## src/rtl/ps2_host_tx.sv

```systemverilog
// PS/2 host-to-device transmitter: sends one command byte over the open-drain
// clock/data pair, exposing pull-low enables only; the top level builds the tri-states.
module ps2_host_tx #(
    parameter int INHIBIT_CYCLES = 10000,
    parameter int TIMEOUT_CYCLES = 2000000,
    parameter int FILTER_LEN     = 8
) (
    input  logic       clk_100mHz,
    input  logic       reset,
    input  logic [7:0] tx_data,
    input  logic       tx_valid,
    output logic       tx_ready,
    output logic       tx_done,
    output logic       tx_error,
    output logic       tx_noack,
    input  logic       ps2_clk_in,
    input  logic       ps2_data_in,
    output logic       ps2_clk_drive_low,
    output logic       ps2_data_drive_low,
    output logic       rx_inhibit
);

    // state     | meaning
    // IDLE      | lines released, ready for a byte
    // INHIBIT   | clock held low for INHIBIT_CYCLES
    // RTS       | start bit on data, clock released, waiting for first device fall
    // SHIFT     | data bits, parity and stop presented one per device fall
    // ACK       | waiting for fall 11 to sample the device ack
    // WAIT_IDLE | waiting for both lines high before reporting done
    typedef enum logic [2:0] {
        S_IDLE,
        S_INHIBIT,
        S_RTS,
        S_SHIFT,
        S_ACK,
        S_WAIT_IDLE
    } state_t;

    localparam int INH_W  = $clog2(INHIBIT_CYCLES + 1);
    localparam int TOUT_W = $clog2(TIMEOUT_CYCLES + 1);
    localparam int FLT_W  = $clog2(FILTER_LEN + 1);

    localparam logic [INH_W-1:0]  INH_LOAD  = INH_W'(INHIBIT_CYCLES - 1);
    localparam logic [TOUT_W-1:0] TOUT_LOAD = TOUT_W'(TIMEOUT_CYCLES - 1);
    localparam logic [FLT_W-1:0]  FLT_LAST  = FLT_W'(FILTER_LEN - 1);

    logic [1:0]        clk_sync_q;
    logic [1:0]        data_sync_q;
    logic              clk_filt_q;
    logic [FLT_W-1:0]  flt_cnt_q;
    logic              fall_q;

    state_t            state_q;
    logic [9:0]        byte_sh_q;
    logic [3:0]        bit_cnt_q;
    logic [INH_W-1:0]  inh_cnt_q;
    logic [TOUT_W-1:0] tout_cnt_q;
    logic              tx_ready_q;
    logic              tx_done_q;
    logic              tx_error_q;
    logic              tx_noack_q;
    logic              clk_drv_q;
    logic              data_drv_q;
    logic              rx_inhibit_q;

    // Lines idle high, so synchronizers and the filtered level reset to 1.
    always_ff @(posedge clk_100mHz) begin
        if (reset) begin
            clk_sync_q  <= 2'b11;
            data_sync_q <= 2'b11;
            clk_filt_q  <= 1'b1;
            flt_cnt_q   <= '0;
            fall_q      <= 1'b0;
        end else begin
            clk_sync_q  <= {clk_sync_q[0], ps2_clk_in};
            data_sync_q <= {data_sync_q[0], ps2_data_in};
            fall_q      <= 1'b0;
            if (clk_sync_q[1] == clk_filt_q) begin
                flt_cnt_q <= '0;
            end else if (flt_cnt_q == FLT_LAST) begin
                flt_cnt_q  <= '0;
                clk_filt_q <= clk_sync_q[1];
                fall_q     <= clk_filt_q;
            end else begin
                flt_cnt_q <= flt_cnt_q + 1'b1;
            end
        end
    end

    always_ff @(posedge clk_100mHz) begin
        if (reset) begin
            state_q      <= S_IDLE;
            byte_sh_q    <= '0;
            bit_cnt_q    <= '0;
            inh_cnt_q    <= '0;
            tout_cnt_q   <= '0;
            tx_ready_q   <= 1'b1;
            tx_done_q    <= 1'b0;
            tx_error_q   <= 1'b0;
            tx_noack_q   <= 1'b0;
            clk_drv_q    <= 1'b0;
            data_drv_q   <= 1'b0;
            rx_inhibit_q <= 1'b0;
        end else begin
            tx_done_q  <= 1'b0;
            tx_error_q <= 1'b0;
            tx_noack_q <= 1'b0;
            case (state_q)
                S_IDLE: begin
                    clk_drv_q    <= 1'b0;
                    data_drv_q   <= 1'b0;
                    rx_inhibit_q <= 1'b0;
                    tx_ready_q   <= 1'b1;
                    if (tx_valid && tx_ready_q) begin
                        // Frame tail after the start bit: data LSB first, odd parity, stop.
                        byte_sh_q    <= {1'b1, ~^tx_data, tx_data};
                        bit_cnt_q    <= '0;
                        inh_cnt_q    <= INH_LOAD;
                        tx_ready_q   <= 1'b0;
                        rx_inhibit_q <= 1'b1;
                        clk_drv_q    <= 1'b1;
                        state_q      <= S_INHIBIT;
                    end
                end
                S_INHIBIT: begin
                    if (inh_cnt_q == '0) begin
                        clk_drv_q  <= 1'b0;
                        data_drv_q <= 1'b1;
                        tout_cnt_q <= TOUT_LOAD;
                        bit_cnt_q  <= '0;
                        state_q    <= S_RTS;
                    end else begin
                        inh_cnt_q <= inh_cnt_q - 1'b1;
                    end
                end
                S_RTS, S_SHIFT: begin
                    if (fall_q) begin
                        // The stop bit shifts out as a 1, which releases the data line.
                        data_drv_q <= ~byte_sh_q[0];
                        byte_sh_q  <= {1'b1, byte_sh_q[9:1]};
                        bit_cnt_q  <= bit_cnt_q + 1'b1;
                        tout_cnt_q <= TOUT_LOAD;
                        state_q    <= (bit_cnt_q == 4'd9) ? S_ACK : S_SHIFT;
                    end else if (tout_cnt_q == '0) begin
                        tx_error_q   <= 1'b1;
                        clk_drv_q    <= 1'b0;
                        data_drv_q   <= 1'b0;
                        rx_inhibit_q <= 1'b0;
                        state_q      <= S_IDLE;
                    end else begin
                        tout_cnt_q <= tout_cnt_q - 1'b1;
                    end
                end
                S_ACK: begin
                    if (fall_q) begin
                        bit_cnt_q  <= bit_cnt_q + 1'b1;
                        tout_cnt_q <= TOUT_LOAD;
                        if (data_sync_q[1]) begin
                            tx_error_q   <= 1'b1;
                            tx_noack_q   <= 1'b1;
                            clk_drv_q    <= 1'b0;
                            data_drv_q   <= 1'b0;
                            rx_inhibit_q <= 1'b0;
                            state_q      <= S_IDLE;
                        end else begin
                            state_q <= S_WAIT_IDLE;
                        end
                    end else if (tout_cnt_q == '0) begin
                        tx_error_q   <= 1'b1;
                        clk_drv_q    <= 1'b0;
                        data_drv_q   <= 1'b0;
                        rx_inhibit_q <= 1'b0;
                        state_q      <= S_IDLE;
                    end else begin
                        tout_cnt_q <= tout_cnt_q - 1'b1;
                    end
                end
                S_WAIT_IDLE: begin
                    if (clk_sync_q[1] && data_sync_q[1]) begin
                        tx_done_q    <= 1'b1;
                        clk_drv_q    <= 1'b0;
                        data_drv_q   <= 1'b0;
                        rx_inhibit_q <= 1'b0;
                        state_q      <= S_IDLE;
                    end else if (tout_cnt_q == '0) begin
                        tx_error_q   <= 1'b1;
                        clk_drv_q    <= 1'b0;
                        data_drv_q   <= 1'b0;
                        rx_inhibit_q <= 1'b0;
                        state_q      <= S_IDLE;
                    end else begin
                        tout_cnt_q <= tout_cnt_q - 1'b1;
                    end
                end
                default: begin
                    clk_drv_q    <= 1'b0;
                    data_drv_q   <= 1'b0;
                    rx_inhibit_q <= 1'b0;
                    state_q      <= S_IDLE;
                end
            endcase
        end
    end

    assign tx_ready           = tx_ready_q;
    assign tx_done            = tx_done_q;
    assign tx_error           = tx_error_q;
    assign tx_noack           = tx_noack_q;
    assign ps2_clk_drive_low  = clk_drv_q;
    assign ps2_data_drive_low = data_drv_q;
    assign rx_inhibit         = rx_inhibit_q;

endmodule
```

## config.mk

```make
export PLATFORM = sky130hd
export DESIGN_NAME = ps2_host_tx
export DESIGN_NICKNAME = d
export VERILOG_FILES = /design/src/rtl/ps2_host_tx.sv
export SDC_FILE = /design/constraint.sdc
export NUM_CORES = 1
export LEC_CHECK = 0
export BUFFER_PORTS_ARGS = -buffer_cell sky130_fd_sc_hd__buf_2
export CAP_MARGIN = 20
export CORE_MARGIN = 3
export CORE_UTILIZATION = 61
export CTS_CLUSTER_DIAMETER = 50
export DETAILED_ROUTE_END_ITERATION = 8
export HOLD_SLACK_MARGIN = 0.15
export PLACE_DENSITY = 0.88
export SYNTH_ARGS = -nofsm -noshare
export SYNTH_HDL_FRONTEND = slang
export SYNTH_SLANG_ARGS = --single-unit
```

## constraint.sdc

```tcl
create_clock -name clk_100mHz -period 3 [get_ports clk_100mHz]
set_clock_uncertainty 0.1 [all_clocks]
set_input_delay 0.15 -clock clk_100mHz [delete_from_list [all_inputs] [get_ports clk_100mHz]]
set_output_delay 0.15 -clock clk_100mHz [all_outputs]
set_load 0.02 [all_outputs]
```

# After elaboration in Yosys (flattened, before gate mapping)
# Index checks and enable logic that the tools add are counted.
[word_totals]
ff_bits = 69
latchBits = 0
ram_bits = 0
romBits = 0
inputBits = 13
out_inout_bits = 7
wordCells = 120
n_memories = 0
[classes]
addsub = 4
mul = 0
div_mod_pow = 0
magnitude_cmp = 0
n_eq_ne = 16
n_shift = 0
n_mux = 51
n_bitwise = 7
reduce_logical = 25
[ops]
columns = ["cell", "n"]
rows = [
  ["two-way mux 21 bit", 4],
  ["one-hot mux 21 bit (3 select lines)", 1],
  ["two-way mux 14 bit", 2],
  ["one-hot mux 14 bit (2 select lines)", 1],
  ["two-way mux 3 bit", 8],
  ["two-way mux 1 bit", 23],
  ["logical NOT 21 bit", 1],
  ["subtractor 21 x 1 -> 21 bit, second input constant", 1],
  ["two-way mux 10 bit", 2],
  ["one-hot mux 10 bit (2 select lines)", 1],
  ["one-hot mux 3 bit (5 select lines)", 1],
  ["AND reduction 3 bit", 5],
  ["logical NOT 14 bit", 1],
  ["subtractor 14 x 1 -> 14 bit, second input constant", 1],
  ["two-way mux 4 bit", 3],
  ["inequality test 2 bit, second input constant", 6],
  ["one-hot mux 4 bit (3 select lines)", 1],
  ["OR reduction 3 bit", 4],
  ["one-hot mux 1 bit (5 select lines)", 2],
  ["adder 4 x 1 -> 4 bit, second input constant", 2],
  ["XNOR reduction 8 bit", 1],
  ["NOT 1 bit", 7],
  ["equality test 3 x 2 -> 1 bit, second input constant", 2],
  ["equality test 3 bit, second input constant", 2],
  ["other kinds (15)", 21],
]

# Longest topological paths before layout
# Gate-level depths: netlist of run 1.
[logic_depth]
depth_word = 4
mapped_depth = 9
mapped_depth_nobuf = 7

# Least setup slack after synthesis of run 1
# OpenSTA, ideal clock, no wires.
[synth_path]
kind = "reg-to-reg"
from = "reg tout_cnt_q[11]"
to = "reg tx_error_q, in the netlist tx_error"
arrival_ns = 1.999
path_slack_ns = 0.815
stages_incl_launch_ff = 8
path_buffers = 2
period_less_slack_ns = 2.185
cell_sequence = "dfxtp_1 -> or4_4 -> nor4_4 -> and2_1 -> buf_6 -> buf_8 -> nand2_2 -> a221oi_2"
[synth_via]
elab_chain_cells = 4
elab_cells_between_ends = 6
cone_classes = "mux (5); reduce/logical (1)"
[synth_rtl]
columns = ["element", "line_no", "text"]
rows = [
  ["start: declaration", "57", "logic [TOUT_W-1:0] tout_cnt_q;"],
  ["start signal: assignment", "151", "tout_cnt_q <= tout_cnt_q - 1'b1;"],
  ["start signal: assignment", "175", "tout_cnt_q <= tout_cnt_q - 1'b1;"],
  ["start signal: assignment", "192", "tout_cnt_q <= tout_cnt_q - 1'b1;"],
  ["logical NOT 21 bit (*)", "144, 168, 185", ""],
  ["two-way mux 1 bit (*)", "144, 168, 185", ""],
  ["two-way mux 1 bit (on tied branches)", "179, 137, 155", ""],
  ["one-hot mux 1 bit (3 select lines) (*)", "108", "case (state_q)"],
  ["end signal: assignment", "145", "tx_error_q <= 1'b1;"],
  ["end signal: assignment", "169", "tx_error_q <= 1'b1;"],
  ["end signal: assignment", "186", "tx_error_q <= 1'b1;"],
  ["end: declaration", "60", "logic tx_error_q;"],
]
# Mark *: on every way between the ends. The rest lies on a longest branch, timed or not.
# A chain may end at the register's enable or synchronous reset.

# Worst setup path after layout of run 1
[layout_path]
from = "reg state_q[1]"
to = "reg tout_cnt_q[11]"
[layout_via]
elab_chain_cells = 4
elab_cells_between_ends = 11
cone_classes = "eq/ne (7); mux (1); reduce/logical (3)"
[layout_rtl]
columns = ["element", "line_no", "text"]
rows = [
  ["start: declaration", "53", "state_t state_q;"],
  ["start signal: assignment", "143", "state_q <= (bit_cnt_q == 4'd9) ? S_ACK : S_SHIFT;"],
  ["equality test 3 bit or equality test 3 x 2 -> 1 bit (tied branches)", "108", ""],
  ["OR reduction 3 bit (no source line)", "-", ""],
  ["nonzero test 3 bit (no source line)", "-", ""],
  ["AND reduction 3 bit (no source line)", "-", ""],
]
# Several ways; a longest one is shown, not always the timed one.

==> results of run 1 <==
-- metrics by stage --
stage	cells	power [mW]	util	cell area (sq um)
6_report	533	3.30	0.730	4120
2_1_floorplan	425	2.14	-	3620
3_3_place_gp	506	2.36	0.670	3780
4_1_cts	533	3.29	0.730	4120
3_5_place_dp	506	2.42	0.670	3780
5_1_grt	533	3.51	0.730	4120
-- cell type report --
type / instances / area (sq um) / share of cell area
clock inverters: 3 / 67.6 / 0.0164
repair buffers: 38 / 265 / 0.0644
flip-flops and latches: 69 / 1380 / 0.335
multi-input cells: 324 / 2100 / 0.510
inverters: 14 / 52.6 / 0.0128
clock buffers: 13 / 159 / 0.0386
well taps: 72 / 90.1 / 0.0219
-- metal layers --
| metal | vias to the layer above | global-route usage |
|---|---|---|
| li1 | 1669 | - |
| met2 | 121 | 0.443 |
| met4 | 0 | 0.0847 |
| met5 | - | 0 |
| met1 | 1682 | 0.328 |
| met3 | 13 | 0.0615 |
-- cells by family after synthesis --
| family | after synthesis | synth area share |
|---|---|---|
| AO/OA/AOI/OAI | 122 | 0.234 |
| multiplexers | 3 | 0.00828 |
| XOR/XNOR | 15 | 0.0362 |
| buffers and inverters | 32 | 0.0390 |
| AND/OR/NAND/NOR | 178 | 0.281 |
| adder cells (fa/ha/maj) | 6 | 0.0207 |
| flip-flops | 69 | 0.381 |
-- worst min path at each step --
stage / cells after the start / slack, ps / endpoint
after floorplan: 1 / 150 / clk_sync_q[0]
after global placement: 2 / 240 / clk_sync_q[0]
after detailed placement: 2 / 240 / clk_sync_q[0]
after CTS: 5 / 240 / bit_cnt_q[2]
after global routing: 5 / 270 / bit_cnt_q[2]
final: 5 / 260 / bit_cnt_q[2]
-- cell usage after synthesis (3+ instances only) --
cell type	count	area (sq um)
a211oi_1	6	45.0
o31ai_1	13	97.6
nor2_1	34	128
and3_1	3	18.8
nor3_1	15	75.1
or2_2	6	37.5
nor4_1	7	43.8
a21oi_1	31	155
xnor2_1	13	114
a31oi_1	9	56.3
or4_4	3	33.8
or4_1	16	120
nor4b_1	3	26.3
nand3b_1	3	22.5
a311oi_1	11	96.3
o21a_1	4	30.0
nand3_1	8	40.0
nor3b_1	4	30.0
a31o_2	3	26.3
nand2_1	38	143
inv_1	13	48.8
nand2b_1	6	37.5
o21ai_0	15	75.1
ha_1	6	75.1
and4_1	3	26.3
dfxtp_1	69	1380
nand4_1	6	37.5
or3_1	6	37.5
clkbuf_1	12	45.0
mux2i_1	3	30.0
a21o_1	3	22.5
-- critical path: stages, from the launching register on --
cell     delay [ps]
dfxtp_1         680
nor2b_1         240
a21oi_1         640
nand2_1         160
o21ai_1         470
a21oi_1         100
-- cells in the final DEF, fill, tap and decap left out, types with 13 or more instances in the layout --
master,synthesis,layout
or4_1,16,16
xnor2_1,13,13
a21oi_1,31,31
o21ai_0,15,14
buf_2,2,19
nor2_1,34,34
dfxtp_1,69,69
inv_1,13,13
nand2_1,38,38
o31ai_1,13,13
nor3_1,15,15
-- report_power, final --
group	internal [mW]	switching [mW]	total [mW]
clock network	0.515	0.347	0.861
logic	0.491	0.729	1.22
registers	1.06	0.161	1.22
total	2.07	1.24	3.30
-- sequential cells by signal (all words and copies together) (netlist names), 2 cells and up --
register / count
state_q: 3
clk_sync_q: 2
inh_cnt_q: 14
bit_cnt_q: 4
byte_sh_q: 10
data_sync_q: 2
flt_cnt_q: 4
tout_cnt_q: 21
-- what timing repair did --
item / 4_1_cts / 5_1_grt
hold endpoints to repair: 11 / 0
hold buffers: 11 / 0
resized for setup: 0 / 0
==> summary by stage, run 1 <==
Pwr
The largest vdd supply drop is 0.000458 V. The power per cell area is 802 nW/um^2. The leakage power is 1.50 nW.

Routing
The met3 wire length is 510 microns. In this run, the number of DRC markers left after iteration 0 of detailed routing was 333. The number of nets still failing antenna checks after routing is 0. In the routed layout, each cell is associated on average with a via count of 6.54. The total wirelength of the detailed-routed design is 8820 microns.

The routed metal-1 wirelength is 3780 microns. The uppermost layer routed is met4. Before antenna repair, the detailed router went through 5 iterations. The via count of the routed design is 3485.

For this run, design rule violations remaining after detail routing come to 0. The routed design uses 4400 microns of met2 wire. After detailed routing, the average wire length per cell comes to 16.5 microns.

Synth
The number of synthesized flops with an enable pin is 0. The share of synthesized area occupied by flip-flops and latches is 0.381. The fraction of registers with async set or reset after synthesis is 0. Synthesis handed over a netlist of 425 instances. The post-synthesis net count is 444.

In this run the cell area of the synthesized design comes to 3620 sq um. Synthesis inferred 69 register bits. Synthesis instantiated 67 different standard cells from the library.

The most instantiated flip-flop cell in the synthesis netlist is dfxtp_1. The average instance in the mapped netlist occupies 8.53 sq um. The number of warnings printed during yosys synthesis is 0.

Setup path
Data on the critical path arrives at its endpoint at 2630 ps. The endpoint identified for the worst register-to-register timing path is tout_cnt_q[11]. The length in cells of the worst reg-to-reg path is 5. The critical path ends at tout_cnt_q[11]. The setup path with the least slack is of type reg -> reg. The capturing element type of the critical path is a flip-flop. The startpoint of the worst setup timing path is state_q[1].

STA puts the critical path data required time at 3100 ps. The maximum fanout along the worst path is 19. The start of the worst register-to-register path is state_q[1]. The worst register-to-register path has a setup slack of 470 ps. STA classifies the critical path startpoint as a flip-flop.

STA
The total count of hold-check failures in the final report is 0. The final-report max-slew violation count is 0. Setup repair after global routing left no endpoint under its margin. For the pin with the worst max-slew slack, the measured transition is 822 ps. The tightest hold path in the finished design has a slack of 257 ps. The setup-violating endpoint count in the final report is 0. The worst path needs 2530 ps of the cycle, external delays included. The minimum setup slack in the final design is 472 ps.

In the finished design, the share of the clock period the worst path needs comes to 0.843. Adding up every negative setup slack in the final design gives 0 ps. Derived from the worst setup path, the maximum achievable clock frequency is 0.396 GHz.

The worst pin sits at a relative slew slack of 0.449.

Hold path
The class of the tightest hold or removal check is in -> reg. The worst hold path begins at tx_valid.

Finish
The number of antenna cells inserted is 0. Of the cells placed in the final design, the portion with a size suffix greater than 1 is 0.145. The net count of the finished layout is 475. The fill cell instance count of the final layout is 417. The signed area change from the synthesized netlist to the final layout is 13.6%.

Place
Prior to clock tree synthesis, the placed netlist has a worst setup slack of 426 ps. After legalization and detailed placement, the total HPWL measured 5880 microns. During placement, the flow inserted port buffers numbering 19. The final estimated routing congestion in global placement is 0.817.

Outcome
The run finished with clean final reports.

Floorplanning
The floorplan step defined a die boundary enclosing 6900 sq um. The die boundary height is 83.1 microns. For this design the top-level I/O count stands at 20. The area of the core region is 5640 sq um. In this run the horizontal extent of the chip is 83.1 microns. The number of rows created at floorplan is 27. The initial utilization of the core area, before any placement, comes to 0.642.

GRT
The number of antenna violations at the first check in global routing was 0. The total congestion overflow is 0. In the global route stage, overall resource usage came out at 0.262. The largest net degree at the start of global routing is 49.

The global-route wire length before repair is 15100 microns. The via count of the first global-routing pass is 3267.

Clocking
The TritonCTS clock tree is done. Buffers inserted during clock tree synthesis total 9. The longest clock path from root to sink contains 2 buffers. The later pin in the worst-skew pair is clocked with a latency of 350 ps.

The cell sitting at the root of the clock tree is a clkbuf_8. After clock tree synthesis, the clock-pin slew on the worst setup and hold paths is 70 ps. The CTS sink count is 69.

The number of levels in the clock H-tree is 3. After clock tree synthesis, the setup repair step added 0 buffers.

Run
The number of maximum-capacitance violations is 0.
Power figures use the tool's default switching activity.
==> run 2: changes to the inputs <==
--- a/config.mk
+++ b/config.mk
@@ -5,6 +5,7 @@
 export SDC_FILE = /design/constraint.sdc
 export NUM_CORES = 1
 export LEC_CHECK = 0
+export ABC_AREA = 1
 export BUFFER_PORTS_ARGS = -buffer_cell sky130_fd_sc_hd__buf_2
 export CAP_MARGIN = 20
 export CORE_MARGIN = 3
==> constraint.sdc (replaced) <==
create_clock -name clk_100mHz -period 2.45 [get_ports clk_100mHz]
set_clock_uncertainty 0.1 [all_clocks]
set_input_delay 0.1225 -clock clk_100mHz [delete_from_list [all_inputs] [get_ports clk_100mHz]]
set_output_delay 0.1225 -clock clk_100mHz [all_outputs]
set_load 0.02 [all_outputs]
==> run 2 against run 1 <==
Against the previous run: flip-flop and latch count did not move; worst setup slack got worse by 250 ps; total power rose by 61%; first-iteration DRC count fell by 7.5%; clock power rose by 0.8%; fmax rose by 14%; sequential power rose by 39%; critical path type unchanged; critical endpoint is now tout_cnt_q[16]; largest power group is now combinational logic.
==> summary by stage, run 2 <==
Outcome
Run status: finished, final reports clean (unchanged).

Setup path
The end of the worst register-to-register path is tout_cnt_q[16] (was tout_cnt_q[11]). The capturing element type of the critical path is a flip-flop (unchanged). The startpoint of the worst setup timing path was inh_cnt_q[0] (was state_q[1]).

The start of the worst register-to-register path is inh_cnt_q[0] (was state_q[1]). The arrival time of data at the critical path endpoint is 2370 ps (was 2630 ps). The maximum fanout along the worst path is 12 (was 19). The flop-to-flop setup slack is 230 ps (was 470 ps). The length in cells of the worst reg-to-reg path is 13 (was 5).

The launching element type of the critical path is a flip-flop (unchanged). The class of the most critical setup path is reg -> reg (unchanged). The required time of the worst setup path came to 2600 ps (was 3100 ps).

Clocking
The post-CTS setup buffer count is 0 (unchanged). The clock-pin slew on the worst setup and hold paths came to 80 ps (was 70 ps). The number of levels in the clock H-tree came to 3 (unchanged). The TritonCTS clock tree is done (unchanged). The deepest clock path buffer count came to 2 (unchanged). The library cell used as clock root buffer is clkbuf_8 (unchanged). The clock latency on the worst-skew pair is 360 ps (was 350 ps). The CTS sink count is 69 (unchanged).

The total clock buffers created by CTS is 9 (unchanged).

GRT
The largest net degree at the start of global routing is 36 (was 49). The via count of the first global-routing pass is 3705 (was 3267). The global-route wire length before repair is 15600 microns (was 15100 microns). The total congestion overflow came to 0 (unchanged).

The global-route usage over all layers came to 0.266 (was 0.262). The number of antenna violations at the first check in global routing is 0 (unchanged).

Synth
The count of cell types in the netlist is 37 (was 67). The share of synthesized area occupied by flip-flops and latches came to 0.368 (was 0.381). The proportion of netlist area held by the largest area contributor is 0.368 (was 0.381). The gate count after technology mapping is 566 (was 425).

Synth cell count leaders: nand2_1, nor2_1, dfxtp_1 (was dfxtp_1, nand2_1, nor2_1). The fraction of registers with async set or reset after synthesis is 0 (unchanged). The register bit count reported by yosys was 69 (unchanged). The post-synthesis net count is 585 (was 444).

The total standard cell area after synthesis is 3760 sq um (was 3620 sq um). The cell with the most instances after synthesis is nand2_1 (was dfxtp_1). The most instantiated flip-flop cell in the synthesis netlist is dfxtp_1 (unchanged). The synthesized area divided by synthesized cell count came to 6.64 sq um (was 8.53 sq um).

The number of warnings printed during yosys synthesis is 0 (unchanged). The number of synthesized flops with an enable pin came to 0 (unchanged). Largest cells by area after synthesis: dfxtp_1, nand2_1, nor2_1 (was dfxtp_1, a21oi_1, nand2_1). The cell type with the largest total area after synthesis is dfxtp_1 (unchanged).

Place
The number of port buffers is 19 (unchanged). The total half-perimeter wirelength after legalization and detailed placement was 6110 microns (was 5880 microns). The final estimated routing congestion in global placement is 0.938 (was 0.817). The minimum setup slack after placement is 294 ps (was 426 ps).

The cell total after placement is 646 (was 506).

Finish
The register name with the most flops was tout_cnt_q (unchanged). The most common cell after layout, fill and taps aside is nand2_1 (was dfxtp_1). Leading registers by flop count: tout_cnt_q: 21 flops, inh_cnt_q: 14 flops, byte_sh_q: 10 flops (unchanged). The number of antenna cells inserted is 0 (unchanged). The share of final-layout standard cells stronger than drive strength 1 is 0.103 (was 0.145). The number of flip-flops under the largest register name was 21 (unchanged). The signed area change from the synthesized netlist to the final layout is 12.2% (was 13.6%). The number of standard cells in the layout, taps in and fillers out is 674 (was 533).

The final-stage net count is 616 (was 475). The fill cell instance count of the final layout is 450 (was 417). Commonest cells after routing, fill and taps aside: nand2_1, nor2_1, dfxtp_1 (was dfxtp_1, nand2_1, nor2_1).

Hold path
The class of the tightest hold or removal check is reg -> reg (was in -> reg). The hold path depth was 1 (was 5). The critical hold path startpoint is data_sync_q[0] (was tx_valid). The worst hold endpoint is data_sync_q[1] (was bit_cnt_q[2]).

Routing
The per-cell via count in the routed design was 5.68 (was 6.54). The routed length per instance is 13.4 microns (was 16.5 microns). The total wirelength of the detailed-routed design was 9000 microns (was 8820 microns). The length of the first detailed-routing pass in iterations is 5 (unchanged). The DRC violation total after the first TritonRoute iteration came to 308 (was 333). The number of remaining DRC errors is 0 (unchanged). The via count of the routed design is 3829 (was 3485). The number of nets still failing antenna checks after routing is 0 (unchanged).

STA
The slew at the pin closest to its max-slew limit is 688 ps (was 822 ps). The shortest period the worst path allows is 2220 ps (was 2530 ps). The sum of negative setup slack is 0 ps (unchanged). The top achievable clock speed is 0.450 GHz (was 0.396 GHz). Unrepaired setup endpoints after global routing: no (unchanged). The post-route fraction of the period consumed by the critical path is 0.908 (was 0.843). The minimum setup slack in the final design is 226 ps (was 472 ps). The max-slew headroom at the worst pin is 0.541 (was 0.449). The setup-violating endpoint count in the final report is 0 (unchanged). The total count of hold-check failures in the final report was 0 (unchanged). The final hold slack came to 314 ps (was 257 ps). The final-report max-slew violation count is 0 (unchanged).

Pwr
The total chip power is 5.31 mW (was 3.30 mW). The largest vdd supply drop is 0.000639 V (was 0.000458 V). The leakage power is 1.93 nW (was 1.50 nW). The power per cell area came to 1260 nW/um^2 (was 802 nW/um^2).

Run
The number of maximum-capacitance violations is 0 (unchanged).

Floorplanning
The I/O pin count is 20 (unchanged). The area of the die is 7140 sq um (was 6900 sq um). The area of the core region is 5740 sq um (was 5640 sq um).

The number of rows created at floorplan came to 27 (unchanged). The die boundary height came to 84.5 microns (was 83.1 microns). The width of the die is 84.5 microns (was 83.1 microns). The initial core utilization is 0.654 (was 0.642).
[run 2: cell types whose count changed in the layout (fill, tap and decap cells not counted), sizes merged, moves of 13 or more]
| cell | previous run | this run |
|---|---|---|
| inv | 13 | 59 |
| a21oi | 31 | 44 |
| or4 | 19 | 0 |
| o31ai | 13 | 0 |
| xor2 | 2 | 15 |
| nand3 | 8 | 32 |
| nor2 | 35 | 89 |
| o21ai | 17 | 42 |
| nand2 | 40 | 137 |
[run 2: how the worst max path moves through the flow]
stage	end	slack (ps)	cells past startpoint
after detailed placement	tout_cnt_q[16]	290	13
final	tout_cnt_q[16]	230	13
after CTS	tout_cnt_q[16]	220	13
after global routing	tout_cnt_q[16]	4	13
after global placement	tout_cnt_q[13]	420	13
after floorplan	tout_cnt_q[13]	700	12
[run 2: what timing repair did]
item	4_1_cts	5_1_grt
setup endpoints to repair	0	2
hold buffers	12	0
hold endpoints to repair	12	0
resized for setup	0	2
[run 2: layout make-up]
type / instances / area [sq um] / area share
Tap cell: 72 / 90.1 / 0.0214
Sequential cell: 69 / 1380 / 0.328
Inverter: 59 / 224 / 0.0531
Clock inverter: 6 / 47.5 / 0.0113
Timing Repair Buffer: 36 / 253 / 0.0600
Multi-Input combinational cell: 422 / 2080 / 0.494
Clock buffer: 10 / 138 / 0.0327
[run 2: stage by stage]
| stage | utilization | area, sq um |
|---|---|---|
| after global routing | 0.734 | 4210 |
| after detailed placement | 0.680 | 3900 |
| after floorplan | - | 3760 |
| after global placement | 0.680 | 3900 |
| final | 0.734 | 4210 |
| after CTS | 0.733 | 4210 |
[run 2: power breakdown]
part / switching, mW / internal [mW]
logic: 1.81 / 0.944
clock network: 0.467 / 0.401
registers: 0.260 / 1.43
[run 2: cell families after synthesis]
| kind of cell | after synthesis | share of synthesized area |
|---|---|---|
| AO/OA/AOI/OAI | 102 | 0.147 |
| XOR/XNOR | 22 | 0.0513 |
| adder cells (fa/ha/maj) | 6 | 0.0200 |
| buffers and inverters | 75 | 0.0789 |
| flip-flops | 69 | 0.368 |
| AND/OR/NAND/NOR | 292 | 0.335 |
[run 2: routing by layer]
layer / part of all wire / global-route usage
met5: 0 / 0
met1: 0.41 / 0.294
met4: 0.025 / 0.105
met3: 0.058 / 0.0677
met2: 0.51 / 0.484
[run 2: worst max-delay path: stages, from the launching register on]
cell	delay [ps]
dfxtp_1	340
inv_1	120
ha_2	240
nand2_1	160
nor2_1	140
nand2_1	100
nand2_2	120
nand2_2	190
inv_4	150
nand2_1	100
nand2_1	140
clkinv_1	100
nand2_1	60
nor2_1	40
==> run 3: changes to the inputs <==
--- a/config.mk
+++ b/config.mk
@@ -9,11 +9,11 @@
 export BUFFER_PORTS_ARGS = -buffer_cell sky130_fd_sc_hd__buf_2
 export CAP_MARGIN = 20
 export CORE_MARGIN = 3
-export CORE_UTILIZATION = 61
+export CORE_UTILIZATION = 65
 export CTS_CLUSTER_DIAMETER = 50
 export DETAILED_ROUTE_END_ITERATION = 8
 export HOLD_SLACK_MARGIN = 0.15
-export PLACE_DENSITY = 0.88
+export PLACE_DENSITY = 0.92
 export SYNTH_ARGS = -nofsm -noshare
 export SYNTH_HDL_FRONTEND = slang
 export SYNTH_SLANG_ARGS = --single-unit
==> constraint.sdc (replaced) <==
create_clock -name clk_100mHz -period 2.8 [get_ports clk_100mHz]
set_clock_uncertainty 0.1 [all_clocks]
set_input_delay 0.14 -clock clk_100mHz [delete_from_list [all_inputs] [get_ports clk_100mHz]]
set_output_delay 0.14 -clock clk_100mHz [all_outputs]
set_load 0.02 [all_outputs]
==> run 3 against run 2 <==
Against the previous run: global-route usage increased by 2.7 points; clock power shrank 7.6%; total power is 12% lower; fmax down 7.4%; non-clock buffer count is 5 lower; sequential share of layout area grew 0.31 points; design area decreased by 0.95%; first-iteration DRC count grew 5.5%; critical path type unchanged; largest cell class unchanged.
==> summary by stage, run 3 (synthesis gave the netlist of run 2 again) <==
Place
The number of port buffers came to 19 (unchanged). The total half-perimeter wirelength after legalization and detailed placement is 5840 microns (was 6110 microns). The final estimated routing congestion in global placement is 0.921 (was 0.938).

Hold path
The critical hold path startpoint is reset (was data_sync_q[0]). The class of the tightest hold or removal check is in -> reg (was reg -> reg).

Clocking
The post-CTS setup buffer count was 0 (unchanged). The total clock buffers created by CTS was 9 (unchanged). The number of levels in the clock H-tree is 3 (unchanged).

The clock latency on the worst-skew pair was 350 ps (was 360 ps). The TritonCTS clock tree is done (unchanged). The clock-pin slew on the worst setup and hold paths is 80 ps (about the same). The CTS sink count is 69 (unchanged). The deepest clock path buffer count is 2 (unchanged). The library cell used as clock root buffer is clkbuf_8 (unchanged).

Finish
The final-stage net count is 611 (was 616). The fill cell instance count of the final layout came to 407 (was 450). Leading registers by flop count: tout_cnt_q: 21 flops, inh_cnt_q: 14 flops, byte_sh_q: 10 flops (unchanged).

The register name with the most flops is tout_cnt_q (unchanged). Commonest cells after routing, fill and taps aside: nand2_1, nor2_1, dfxtp_1 (unchanged). The number of antenna cells inserted is 0 (unchanged).

The number of flip-flops under the largest register name was 21 (unchanged). The most common cell after layout, fill and taps aside is nand2_1 (unchanged). The share of final-layout standard cells stronger than drive strength 1 came to 0.0938 (was 0.103). The signed area change from the synthesized netlist to the final layout is 11.1% (was 12.2%).

Setup path
The start of the worst register-to-register path is inh_cnt_q[0] (unchanged). The launching element type of the critical path is a flip-flop (unchanged). The maximum fanout along the worst path is 17 (was 12).

The required time of the worst setup path came to 2950 ps (was 2600 ps). The arrival time of data at the critical path endpoint is 2560 ps (was 2370 ps). The capturing element type of the critical path is a flip-flop (unchanged). The startpoint of the worst setup timing path is inh_cnt_q[0] (unchanged). The class of the most critical setup path was reg -> reg (unchanged).

Floorplanning
The number of rows created at floorplan is 27 (unchanged). The die boundary height came to 82.0 microns (was 84.5 microns). The width of the die was 82.0 microns (was 84.5 microns). The initial core utilization is 0.678 (was 0.654). The area of the die came to 6730 sq um (was 7140 sq um). The area of the core region was 5540 sq um (was 5740 sq um). The I/O pin count came to 20 (unchanged).

Routing
The routed length per instance is 13.3 microns (was 13.4 microns). The via count of the routed design is 3817 (was 3829). The DRC violation total after the first TritonRoute iteration is 325 (was 308). The number of remaining DRC errors was 0 (unchanged).

The number of nets still failing antenna checks after routing came to 0 (unchanged). The length of the first detailed-routing pass in iterations is 5 (unchanged). The per-cell via count in the routed design is 5.71 (was 5.68). The total wirelength of the detailed-routed design came to 8900 microns (was 9000 microns).

STA
The total count of hold-check failures in the final report is 0 (unchanged). The final-report max-slew violation count was 0 (unchanged). The slew at the pin closest to its max-slew limit was 851 ps (was 688 ps). The setup-violating endpoint count in the final report was 0 (unchanged). The max-slew headroom at the worst pin was 0.432 (was 0.541). The shortest period the worst path allows was 2400 ps (was 2220 ps).

The top achievable clock speed was 0.416 GHz (was 0.450 GHz). Unrepaired setup endpoints after global routing: no (unchanged). The post-route fraction of the period consumed by the critical path is 0.858 (was 0.908). The sum of negative setup slack was 0 ps (unchanged).

Run
The number of maximum-capacitance violations is 0 (unchanged).

Pwr
The total chip power is 4.66 mW (was 5.31 mW). The largest vdd supply drop is 0.000595 V (was 0.000639 V). The leakage power is 1.91 nW (was 1.93 nW). The power per cell area is 1120 nW/um^2 (was 1260 nW/um^2).

GRT
The largest net degree at the start of global routing is 36 (unchanged). The global-route usage over all layers is 0.293 (was 0.266). The number of antenna violations at the first check in global routing is 0 (unchanged). The total congestion overflow is 0 (unchanged). The global-route wire length before repair is 15500 microns (was 15600 microns).

The via count of the first global-routing pass is 3622 (was 3705).

Outcome
Run status: finished, final reports clean (unchanged).
-- run 3: cell count changes in the layout (fill, tap and decap cells not counted), moves of 2 or more --
cell           previous run  this run
buf_4                     5         2
clkbuf_1                  0         2
dlygate4sd3_1            12        10
clkinv_4                  3         0
-- run 3: metal layers --
layer  routed length, microns  GRT usage  up-vias
li1                         -          -     1883
met1                     3630      0.342     1728
met2                     4410      0.509      173
met3                      573     0.0450       33
met4                      293      0.163        0
met5                        0          0        -
-- run 3: worst max-delay path, stage by stage (launching register included) --
cell	delay (ps)
dfxtp_1	340
inv_1	110
ha_1	230
nand2_1	150
nor2_1	130
nand2_1	100
nand2_2	120
nand2_2	190
inv_2	300
nand2_1	170
nand2_1	170
clkinv_1	120
nand2_1	80
nor2_1	30
-- run 3: through the flow --
stage	instance area, sq um	setup WS [ps]	cells	util	hold WS, ps
final	4170	398	669	0.753	228
after global routing	4170	153	669	0.753	248
after detailed placement	3880	450	643	0.701	233
after global placement	3880	592	643	0.701	223
after CTS	4170	431	669	0.753	198
after floorplan	3760	1050	566	-	144
-- run 3: cell type report --
type / instances / area, sq um / share of cell area
multi-input cells: 422 / 2080 / 0.498
repair buffers: 31 / 210 / 0.0504
clock buffers: 12 / 145 / 0.0348
flip-flops and latches: 69 / 1380 / 0.331
inverters: 59 / 221 / 0.0531
clock inverters: 4 / 47.5 / 0.0114
well taps: 72 / 90.1 / 0.0216
-- run 3: final timing paths --
path              cells after the start  slack [ps]        endpoint
setup / recovery                     13         400  tout_cnt_q[13]
hold / removal                        3         230    bit_cnt_q[1]
setup reg to reg                     13         400  tout_cnt_q[13]
hold reg to reg                       1         310  data_sync_q[1]
-- run 3: what timing repair did --
| item | 4_1_cts | 5_1_grt |
|---|---|---|
| resized for setup | 0 | 0 |
| hold buffers | 10 | 0 |
| setup endpoints to repair | 0 | 0 |
| endpoints found under the hold margin | 10 | 0 |
-- run 3: power breakdown --
| part | internal, mW | switching [mW] | leakage [nW] |
|---|---|---|---|
| clock | 0.433 | 0.368 | 0.0964 |
| sequential | 1.25 | 0.232 | 0.566 |
| combinational | 0.797 | 1.58 | 1.25 |
| total | 2.48 | 2.18 | 1.91 |
